<file path="config.mk">
export PLATFORM = sky130hd
export DESIGN_NAME = safety_island_timer_array
export DESIGN_NICKNAME = d
export VERILOG_FILES = /design/src/rtl/safety_island_timer_array.sv
export SDC_FILE = /design/constraint.sdc
export NUM_CORES = 1
export LEC_CHECK = 0
export ABC_AREA = 0
export ABC_CLOCK_PERIOD_IN_PS = 2700
export CORE_MARGIN = 2
export CORE_UTILIZATION = 59
export DETAILED_ROUTE_END_ITERATION = 7
export PLACE_DENSITY = 0.81
export RECOVER_POWER = 50
export SYNTH_ARGS = -nofsm -noshare
export SYNTH_HDL_FRONTEND = slang
export SYNTH_SLANG_ARGS = --single-unit
</file>
<file path="constraint.sdc">
create_clock -name clk_i -period 2.7 [get_ports clk_i]
set_input_delay 0.405 -clock clk_i [delete_from_list [all_inputs] [get_ports clk_i]]
set_output_delay 0.405 -clock clk_i [all_outputs]
set_load 0.005 [all_outputs]
</file>
<file path="src/rtl/safety_island_timer_array.sv">
`default_nettype none
// ============================================================================
// Module      : safety_island_timer_array
// Description : Multi-channel timer unit on the core-local register bus.
//               Each channel has an up-counter with an 8-bit prescaler,
//               compare match, optional auto-reload and overflow detection.
//               Every channel drives two level interrupts that mirror its
//               pending bits.
// Revision    : 1.0 - initial release
// ----------------------------------------------------------------------------
// Parameters
//   NumTimers    number of timer channels (1..16)
//   CntWidth     counter / compare width in bits (8..32)
//   AddrWidth    decoded register-bus byte-address width
// Ports
//   clk_i        clock
//   rst_ni       asynchronous active-low reset
//   reg_valid_i  access request
//   reg_write_i  1 = write, 0 = read
//   reg_addr_i   byte address: [AddrWidth-1:4] channel, [3:2] register
//   reg_wdata_i  write data
//   reg_rdata_o  read data, combinational in the request cycle
//   reg_ready_o  always 1, every access completes in one cycle
//   reg_error_o  request addressed a channel that does not exist
//   irq_o        {ovf_k, cmp_k} per channel k, level, equal to pending bits
// Register map per channel (channel base = 0x10 * k)
//   0x0 CTRL   [0] EN, [1] AUTORELOAD, [15:8] PRESC
//   0x4 COUNT  counter value
//   0x8 CMP    compare value
//   0xC STATUS [0] CMP_PEND, [1] OVF_PEND (write-1-to-clear)
// ============================================================================
module safety_island_timer_array #(
    parameter int NumTimers = 2,
    parameter int CntWidth  = 32,
    parameter int AddrWidth = 12
) (
    input  logic                   clk_i,
    input  logic                   rst_ni,
    input  logic                   reg_valid_i,
    input  logic                   reg_write_i,
    input  logic [AddrWidth-1:0]   reg_addr_i,
    input  logic [31:0]            reg_wdata_i,
    output logic [31:0]            reg_rdata_o,
    output logic                   reg_ready_o,
    output logic                   reg_error_o,
    output logic [2*NumTimers-1:0] irq_o
);

    localparam int                  c_chan_w     = AddrWidth - 4;
    localparam logic [31:0]         c_num_timers = NumTimers;
    localparam logic [1:0]          c_reg_ctrl   = 2'd0;
    localparam logic [1:0]          c_reg_count  = 2'd1;
    localparam logic [1:0]          c_reg_cmp    = 2'd2;
    localparam logic [CntWidth-1:0] c_cnt_one    = {{(CntWidth-1){1'b0}}, 1'b1};
    localparam logic [CntWidth-1:0] c_cnt_ones   = '1;

    // ------------------------------------------------------------------
    // Address decode
    // ------------------------------------------------------------------
    logic [c_chan_w-1:0]            w_chan;
    logic [31:0]                    w_chan_ext;
    logic [1:0]                     w_reg_idx;
    logic                           w_chan_ok;
    logic                           w_wr_en;
    logic [NumTimers-1:0][31:0]     w_rd_data;
    logic                           w_unused_bits;

    assign w_chan     = reg_addr_i[AddrWidth-1:4];
    assign w_chan_ext = 32'(w_chan);
    assign w_reg_idx  = reg_addr_i[3:2];
    // Full-width compare so that out-of-range channels never alias onto
    // an existing one.
    assign w_chan_ok  = (w_chan_ext < c_num_timers);
    assign w_wr_en    = reg_valid_i & reg_write_i & w_chan_ok;

    assign reg_ready_o = 1'b1;
    assign reg_error_o = reg_valid_i & ~w_chan_ok;

    // Byte-lane bits of the address and write-data bits above the
    // implemented fields carry no information.
    assign w_unused_bits = ^{reg_addr_i[1:0], reg_wdata_i};

    // ------------------------------------------------------------------
    // Timer channels
    // ------------------------------------------------------------------
    for (genvar k = 0; k < NumTimers; k++) begin : g_ch
        localparam logic [31:0] c_ch_idx = k;

        logic                w_sel;
        logic                w_wr_ctrl;
        logic                w_wr_count;
        logic                w_wr_cmp;
        logic                w_wr_status;
        logic                w_tick;
        logic                w_match;
        logic                w_all_ones;
        logic                w_set_cmp;
        logic                w_set_ovf;
        logic                w_clr_cmp;
        logic                w_clr_ovf;
        logic [7:0]          w_pre_nxt;
        logic [CntWidth-1:0] w_count_nxt;
        logic [31:0]         w_rd;

        logic                r_en;
        logic                r_autoreload;
        logic [7:0]          r_presc;
        logic [7:0]          r_pre;
        logic [CntWidth-1:0] r_count;
        logic [CntWidth-1:0] r_cmp;
        logic                r_cmp_pend;
        logic                r_ovf_pend;

        assign w_sel       = w_wr_en && (w_chan_ext == c_ch_idx);
        assign w_wr_ctrl   = w_sel && (w_reg_idx == c_reg_ctrl);
        assign w_wr_count  = w_sel && (w_reg_idx == c_reg_count);
        assign w_wr_cmp    = w_sel && (w_reg_idx == c_reg_cmp);
        assign w_wr_status = w_sel && (w_reg_idx == 2'd3);
        assign w_clr_cmp   = w_wr_status & reg_wdata_i[0];
        assign w_clr_ovf   = w_wr_status & reg_wdata_i[1];

        // A tick is the cycle in which the prescaler has reached PRESC.
        assign w_tick     = r_en && (r_pre == r_presc);
        assign w_match    = (r_count == r_cmp);
        assign w_all_ones = (r_count == c_cnt_ones);

        // Prescaler: a CTRL write restarts the division from zero.
        always_comb begin
            if (w_wr_ctrl || !r_en || w_tick) begin
                w_pre_nxt = 8'd0;
            end else begin
                w_pre_nxt = r_pre + 8'd1;
            end
        end

        // Counter update. The compare decision always uses the values
        // held before this edge; a software COUNT write overrides the
        // counter result but the pending events of the tick survive.
        always_comb begin
            w_count_nxt = r_count;
            w_set_cmp   = 1'b0;
            w_set_ovf   = 1'b0;
            if (w_tick) begin
                if (w_match && r_autoreload) begin
                    w_count_nxt = '0;
                    w_set_cmp   = 1'b1;
                end else if (w_match) begin
                    w_count_nxt = r_count + c_cnt_one;
                    w_set_cmp   = 1'b1;
                    w_set_ovf   = w_all_ones;
                end else if (w_all_ones) begin
                    w_count_nxt = '0;
                    w_set_ovf   = 1'b1;
                end else begin
                    w_count_nxt = r_count + c_cnt_one;
                end
            end
            if (w_wr_count) begin
                w_count_nxt = reg_wdata_i[CntWidth-1:0];
            end
        end

        always_ff @(posedge clk_i or negedge rst_ni) begin
            if (!rst_ni) begin
                r_en         <= 1'b0;
                r_autoreload <= 1'b0;
                r_presc      <= 8'd0;
                r_pre        <= 8'd0;
                r_count      <= '0;
                r_cmp        <= '0;
                r_cmp_pend   <= 1'b0;
                r_ovf_pend   <= 1'b0;
            end else begin
                r_pre   <= w_pre_nxt;
                r_count <= w_count_nxt;
                if (w_wr_ctrl) begin
                    r_en         <= reg_wdata_i[0];
                    r_autoreload <= reg_wdata_i[1];
                    r_presc      <= reg_wdata_i[15:8];
                end
                if (w_wr_cmp) begin
                    r_cmp <= reg_wdata_i[CntWidth-1:0];
                end
                // Set has priority over a simultaneous write-1-to-clear.
                r_cmp_pend <= w_set_cmp | (r_cmp_pend & ~w_clr_cmp);
                r_ovf_pend <= w_set_ovf | (r_ovf_pend & ~w_clr_ovf);
            end
        end

        // Register read view; unimplemented bits read as zero.
        always_comb begin
            w_rd = 32'd0;
            case (w_reg_idx)
                c_reg_ctrl: begin
                    w_rd[0]    = r_en;
                    w_rd[1]    = r_autoreload;
                    w_rd[15:8] = r_presc;
                end
                c_reg_count: w_rd[CntWidth-1:0] = r_count;
                c_reg_cmp:   w_rd[CntWidth-1:0] = r_cmp;
                default: begin
                    w_rd[0] = r_cmp_pend;
                    w_rd[1] = r_ovf_pend;
                end
            endcase
        end

        assign w_rd_data[k]  = w_rd;
        assign irq_o[2*k]    = r_cmp_pend;
        assign irq_o[2*k+1]  = r_ovf_pend;
    end

    // ------------------------------------------------------------------
    // Read data return: zero when idle, on writes and on error accesses.
    // ------------------------------------------------------------------
    always_comb begin
        reg_rdata_o = 32'd0;
        if (reg_valid_i && !reg_write_i && w_chan_ok) begin
            for (int k = 0; k < NumTimers; k++) begin
                if (w_chan_ext == 32'(k)) begin
                    reg_rdata_o = w_rd_data[k];
                end
            end
        end
    end

endmodule
`default_nettype wire
</file>
==> results.json <==
{
  "outcome": "complete, but fails checks",
  "violations": "DRC, capacitance limit, slew limit, setup timing",
  "intPower_mw": 4.69,
  "dp_slack_ps": -476,
  "min_to": "g_ch[1].r_ovf_pend",
  "cts_buffer_depth": 2,
  "final_cell_mix": "dfrtp_1, xnor2_1, mux2_2",
  "routed_via_density": 7.12,
  "cp-startpoint": "reg_addr_i[2]",
  "drive_gt1_frac": 0.247,
  "period_minus_slack_ps": 2720,
  "synth_area_per_cell_sq_um": 9.73,
  "die_area_sq_mm": 0.0184,
  "multi_input_comb_area_sq_mm": 0.00585,
  "finClkSkew_ps": 6.42,
  "die_w_microns": 136,
  "cts_root_buf": "clkbuf_16",
  "dp_hpwl_mm": 23.6,
  "final_common_cell": "dfrtp_1",
  "synthMuxAreaShare": 0.0956,
  "fin_nets": 1211,
  "grt_usage": 0.381,
  "min_period_over_period": 1.01,
  "holdCritPathClass": "reg -> reg",
  "ant_nets": 0,
  "wire_per_inst_microns": 26.1,
  "gr-total-overflow": 0,
  "area.growth.synth_to_final_pct": 25.2,
  "rr_startpoint": "g_ch[1].r_count[19]",
  "dp_cells": 1348,
  "holdPathStages": 2,
  "critPathSlowestCell": "a221oi_1",
  "drcViolationCount": 1,
  "slew_headroom": -0.0518,
  "setup_slack_ps": -15.3,
  "critPathMaxStageDelay_ps": 760,
  "path_class": "in -> out",
  "synthAdderAreaFrac": 0.0110,
  "path_cells": "dlygate4sd2_1 -> inv_1 -> ha_4 -> buf_12 -> a221oi_1 -> nor3_2 -> buf_2",
  "cts_tree": "yes",
  "grt_max_degree": 60,
  "core_sq_mm": 0.0171,
  "reg2reg_depth": 8,
  "cp-start-kind": "input pin",
  "p_seq_frac": 0.423,
  "grt_pass1_vias": 9185,
  "power.leakage_nw": 5.60,
  "fin_setup_tns_ps": -29.2,
  "synth_enable_flop_cells": 0,
  "ys.flop_type": "dfrtp_1",
  "cts_max_level": 4,
  "async_reset_ff_frac": 1.00,
  "final_cells": 1390,
  "worst_slew_pin_slew_ps": 1580,
  "hold-worst-slack_ps": 551,
  "synthSimpleGateAreaFrac": 0.166,
  "ys_seq_area_frac": 0.412,
  "synth_xor_area_frac": 0.130,
  "start_util": 0.596,
  "power_switching_mw": 1.98,
  "cts_buffers": 17,
  "swShare": 0.296,
  "max_cap_viol_count": 1,
  "grt_pass1_wl_mm": 52.9,
  "p_comb_frac": 0.196,
  "power_density_mw_per_mm2": 522,
  "fmax_mhz": 368,
  "end_kind": "primary output",
  "dr.pass1.iters": 8,
  "timing.rr.end": "g_ch[1].r_count[15]",
  "setup_viol_count_final": 2,
  "fill_cells": 1085,
  "synth_top_family_by_area": "simple AND/OR/NAND/NOR gates",
  "critPathRequiredTime_ps": 2300,
  "vias": 9898,
  "ys_ff_latch": 168,
  "p_clk_frac": 0.381,
  "arrival_ps": 2310,
  "clk_pin_slew_worst_paths_ps": 60,
  "antenna_found_initial": 1,
  "die_h_microns": 136,
  "reg2reg_slack_ps": 130,
  "ios": 86,
  "drt-total-wl_mm": 36.3,
  "ys.warnings.count": 0,
  "floorplan.rows": 48,
  "vdd_ir_drop_max_mv": 0.488,
  "port_buffers": 82,
  "synth_compound_gate_area_share": 0.139,
  "synth_nets": 1106,
  "clk_latency_ps": 430,
  "hold_path_startpoint": "g_ch[1].r_ovf_pend",
  "sequential_cell_area_sq_mm": 0.00420,
  "gp_congestion": 1.00,
  "clock-sinks": 168,
  "synth_cells": 1049,
  "critical_path.max_fanout": 22,
  "hold_viol": 0,
  "finalMaxSlewViolations": 54,
  "synth.distinct_cells": 50,
  "drt_iter0_markers": 1451,
  "netlist_area_sq_mm": 0.0102,
  "fin_util": 0.747
}
[cells by family (layout without fill, tap and decap cells)]
kind of cell	Yosys count	in the layout
and+or+nand+nor	307	307
AOI/OAI and AO/OA	213	213
DFF	168	168
xor gates and xnor gates	151	151
buffers and inverters	113	228
muxes	87	87
adders and majority gates	9	9
other	1	2
[synth_stat cells, drive strengths merged, types with 2 or more instances]
| library cell | instances | area share |
|---|---|---|
| and4 | 3 | 0.0026 |
| nor3 | 31 | 0.015 |
| a221oi | 44 | 0.038 |
| or4 | 2 | 0.0018 |
| ha | 9 | 0.011 |
| nand4b | 2 | 0.0017 |
| or2 | 2 | 0.0012 |
| and3 | 78 | 0.048 |
| buf | 24 | 0.014 |
| a211oi | 8 | 0.0059 |
| dfrtp | 168 | 0.41 |
| nand2b | 3 | 0.0018 |
| clkbuf | 73 | 0.027 |
| a311oi | 3 | 0.0026 |
| a222oi | 20 | 0.020 |
| inv | 16 | 0.0059 |
| nand2 | 34 | 0.012 |
| mux2 | 84 | 0.093 |
| o21ai | 64 | 0.034 |
| xnor2 | 107 | 0.092 |
| mux2i | 3 | 0.0029 |
| and2 | 17 | 0.010 |
| a21oi | 65 | 0.032 |
| o22ai | 3 | 0.0031 |
| nor2 | 39 | 0.014 |
| nor4 | 13 | 0.010 |
| nand4 | 35 | 0.021 |
| o31ai | 2 | 0.0015 |
| xor2 | 44 | 0.038 |
| or3 | 3 | 0.0018 |
| nand3 | 41 | 0.020 |
[worst max-delay path by stage]
stage                                     to  slack, ps  cells after the start
final                        reg_rdata_o[31]        -20                      7
after global routing         reg_rdata_o[29]       -230                      7
after CTS                     reg_rdata_o[3]       -130                      7
after detailed placement     reg_rdata_o[13]       -480                      8
after global placement       reg_rdata_o[11]       -410                      8
after floorplan           g_ch[1].r_count[0]        370                      9
[timing repair]
action	4_1_cts	5_1_grt
hold buffers	1	0
pin swaps	13	9
endpoints found under the setup margin	32	26
buffers inserted	5	4
gates resized for setup	133	26
hold endpoints to repair	53	0
cloned	1	1
[routing by layer]
metal  up-vias  track usage  share of wire
met3       228       0.0860           0.12
met5         -            0              0
met4         0        0.213          0.065
li1       4048            -              -
met1      4812        0.487           0.36
met2       810        0.601           0.46
[power groups by stage]
stage          logic, mW  registers [mW]  clock network [mW]
2_1_floorplan      0.742            2.76                   0
3_3_place_gp        1.16            2.83                   0
3_5_place_dp        1.19            2.84                   0
4_1_cts             1.25            2.80                2.53
5_1_grt             1.39            2.82                2.63
6_report            1.31            2.82                2.54
[layout make-up]
class / instances / area share
antenna: 1 / 0.000196
clock buffer: 21 / 0.0368
clock inverter: 8 / 0.00959
inverter: 16 / 0.00470
multi-input combinational: 768 / 0.458
sequential: 168 / 0.329
tap: 225 / 0.0220
timing repair buffer: 183 / 0.140
[flip-flops by register name, summed over array words and instances (netlist names)]
register and count:
g_ch.r_autoreload 2, g_ch.r_pre 16, g_ch.r_en 2, g_ch.r_presc 16, g_ch.r_ovf_pend 2, g_ch.r_cmp 64, g_ch.r_cmp_pend 2, g_ch.r_count 64
[stage by stage]
stage / area [sq um] / power, mW
final: 12800 / 6.67
after global routing: 12800 / 6.84
after CTS: 12700 / 6.57
after detailed placement: 11800 / 4.03
after global placement: 11800 / 4.00
after floorplan: 10200 / 3.50
[worst max-delay path, delay by kind of cell]
kind            cells  cell delay, ps
fa+ha+maj           1             250
compound gates      1             760
buf+inv             4             810
simple gates        1              80
No activity file was read; power rests on OpenSTA's default activity.
==> RTL edit (same settings) <==
Change the parameter `NumTimers` from 2 to 1.
--- a/src/rtl/safety_island_timer_array.sv
+++ b/src/rtl/safety_island_timer_array.sv
@@ -30,7 +30,7 @@
 //   0xC STATUS [0] CMP_PEND, [1] OVF_PEND (write-1-to-clear)
 // ============================================================================
 module safety_island_timer_array #(
-    parameter int NumTimers = 2,
+    parameter int NumTimers = 1,
     parameter int CntWidth  = 32,
     parameter int AddrWidth = 12
 ) (
Ports: changed (resized irq_o); port bits go from 86 to 84. No check against the original RTL was run, so the function may have changed too.
==> RTL edit against the unedited design <==
- design area is 49% lower
- clock skew is 0.0041 ns higher
- routed wire length is 60% lower
- critical endpoint is now reg_rdata_o[14]
- global-route usage is 7.9 points lower
- worst setup slack better by 0.085 ns
- sequential cell count is 84 lower
- power is 47% lower
- synthesized area is 48% lower
==> RTL edit: results (changes against the unedited design) <==
Timing
  – Final Skew: 0.01050 ns (+0.004073 ns)
  – Rel. slew slack: 20.34% (+26 points)

Global routing
  – Met3 GRT Util: 6.746% (-1.9 points)
  – Number of global-route vias before repair: 4653 (-49%)
  – Met2 Use GR: 47.71% (-12 points)
  – GRT Util Overall: 30.22% (-7.9 points)
  – First-pass GRT wire length: 23.60 mm (-55%)
  – Met1 Use GR: 40.71% (-8.0 points)
  – Initial antenna violation count: 0 (-1)
  – Pin count of the biggest net entering global routing: 47 (-22%)

Synth
  – Top post-synthesis cells by area: dfrtp_1, mux2_2, xnor2_1, and3_1, xor2_1
  – Post-synth top cells: dfrtp_1, nor2_1, xnor2_1
  – Compound-Gate Fraction of Synth Area: 13.11% (-0.81 points)
  – XOR/XNOR share of the synthesized area: 12.43% (-0.52 points)
  – Synth Area in Adders: 1.636% (+0.53 points)
  – Syn Area/Cell: 9.806 µm² (+0.75%)
  – Register area share after synthesis: 39.26% (-1.9 points)
  – Syn_nets: 601 (-46%)
  – Post-synthesis mux area share: 9.254% (-0.30 points)
  – Synth unique cells: 45 (-10%)

Drt
  – DR iter-0 viols: 397 (-73%)
  – Routed vias: 4619 (-53%)
  – Wirelength, routed: 14.55 mm (-60%)
  – Via density: 6.371 (-11%)
  – TritonRoute pass-1 iters: 5 (-3)

Pwr
  – Max VDD drop: 0.2839 mV (-42%)
  – Internal power: 0.002308 W (-51%)
  – Leakage: 2.892 nW (-48%)

Critical path
  – Max incr delay on CP: 0.44 ns (-0.32 ns)
  – Critical path origin: reg_addr_i[9]
  – RR Startpoint: g_ch[0].r_count[11]
  – Critical Path AT: 2.23 ns (-0.08 ns)
  – Slowest CP cell: clkdlybuf4s50_1
  – Worst-path fanout max: 5 (-77%)
  – Crit path max-delay family: simple AND/OR/NAND/NOR gates

Clocking
  – Clock transition at path regs: 0.09 ns (+0.03 ns)
  – Clk_lat worst skew: 0.35 ns (-0.08 ns)
  – CTS Root Cell: clkbuf_8
  – Clock buffer depth: 2 (unchanged)
  – Cts bufs inserted: 9 (-8)
  – H-tree depth: 3 (-1)

Cells and area
  – ANT cells: 0 (-1)
  – Fin nets: 668 (-45%)
  – Largest registers: g_ch.r_cmp x32, g_ch.r_count x32
  – Fill count: 644 (-41%)
  – Layout cells sized above 1: 18.64% (-6.0 points)

Placed design
  – DPL Wire Length: 10.03 mm (-58%)
  – Placed cell count: 707 (-48%)
  – Port-buffer cells: 80 (-2.4%)
  – Gpl congestion: 0.8819 (-12%)
  – Placed cell area: 0.006282 mm² (-47%)

Status
  – Status: finished, final reports clean

Min path
  – Min-Delay Path Class: input port to asynchronous set/reset pin
[RTL edit: area by class of cell]
class	instances	area share, %
Multi-Input combinational cell	402	45.97
Tap cell	108	2.073
Timing Repair Buffer	106	16.35
Inverter	10	0.5758
Clock inverter	5	0.8253
Sequential cell	84	32.25
Clock buffer	10	1.958
[RTL edit: path summary, 6_finish.rpt]
kind / endpoint / cells past startpoint / slack (ns)
max: reg_rdata_o[14] / 7 / 0.07
min: g_ch[0].r_cmp_pend / 1 / 0.28
max reg2reg: g_ch[0].r_count[17] / 7 / 0.40
min reg2reg: g_ch[0].r_ovf_pend / 2 / 0.53
max in group asynchronous: g_ch[0].r_cmp[24] / 2 / 0.81
min in group clk_i: g_ch[0].r_ovf_pend / 2 / 0.53
[RTL edit: what timing repair did]
item / CTS / global route
resized for setup: 40 / 13
cloned: 0 / 0
hold endpoints to repair: 0 / 0
setup endpoints to repair: 32 / 4
buffers inserted: 1 / 2
pin swaps: 5 / 4
[RTL edit: power by group through the flow]
stage,combinational [W],sequential [W],clock (W)
after CTS,0.00110,0.00156,0.000887
final,0.00111,0.00157,0.000877
after global placement,0.00106,0.00157,0
after global routing,0.00122,0.00158,0.000941
after floorplan,0.000897,0.00147,0
after detailed placement,0.00109,0.00158,0
[RTL edit: stage by stage]
stage / hold WS [ns] / worst slack, ns / utilization (%) / total power [W] / TNS (ns)
global route: 0.3684 / -0.04647 / 74.39 / 0.003738 / -0.4745
CTS: 0.06819 / -0.002339 / 73.84 / 0.003544 / -0.002339
finish: 0.2790 / 0.06964 / 74.39 / 0.003554 / 0
detailed placement: 0.4502 / -0.2056 / 71.69 / 0.002668 / -4.255
global placement: 0.4413 / -0.1151 / 71.69 / 0.002629 / -1.557
floorplan: 0.1094 / 0.7454 / - / 0.002364 / 0
[RTL edit: cells by family (layout without fill, tap and decap cells)]
group / count (synthesis) / in the layout
fa+ha+maj: 7 / 7
compound gates: 101 / 101
xor+xnor: 76 / 76
simple gates: 174 / 174
buf+inv: 60 / 131
flops: 84 / 84
mux: 43 / 43
other cells: 1 / 1
[RTL edit: routing by layer]
metal	vias to the layer above	routed length, µm
li1	2078	-
met1	2250	5976
met2	250	6882
met3	41	1271
met4	0	425
met5	-	0
[RTL edit: worst reg2reg max path: stages (launching register included)]
cell	delay, ns
dfrtp_1	0.50
xnor2_1	0.31
nand4_1	0.17
nor4_1	0.27
nand2_1	0.21
mux2i_4	0.24
buf_12	0.18
o31ai_1	0.30
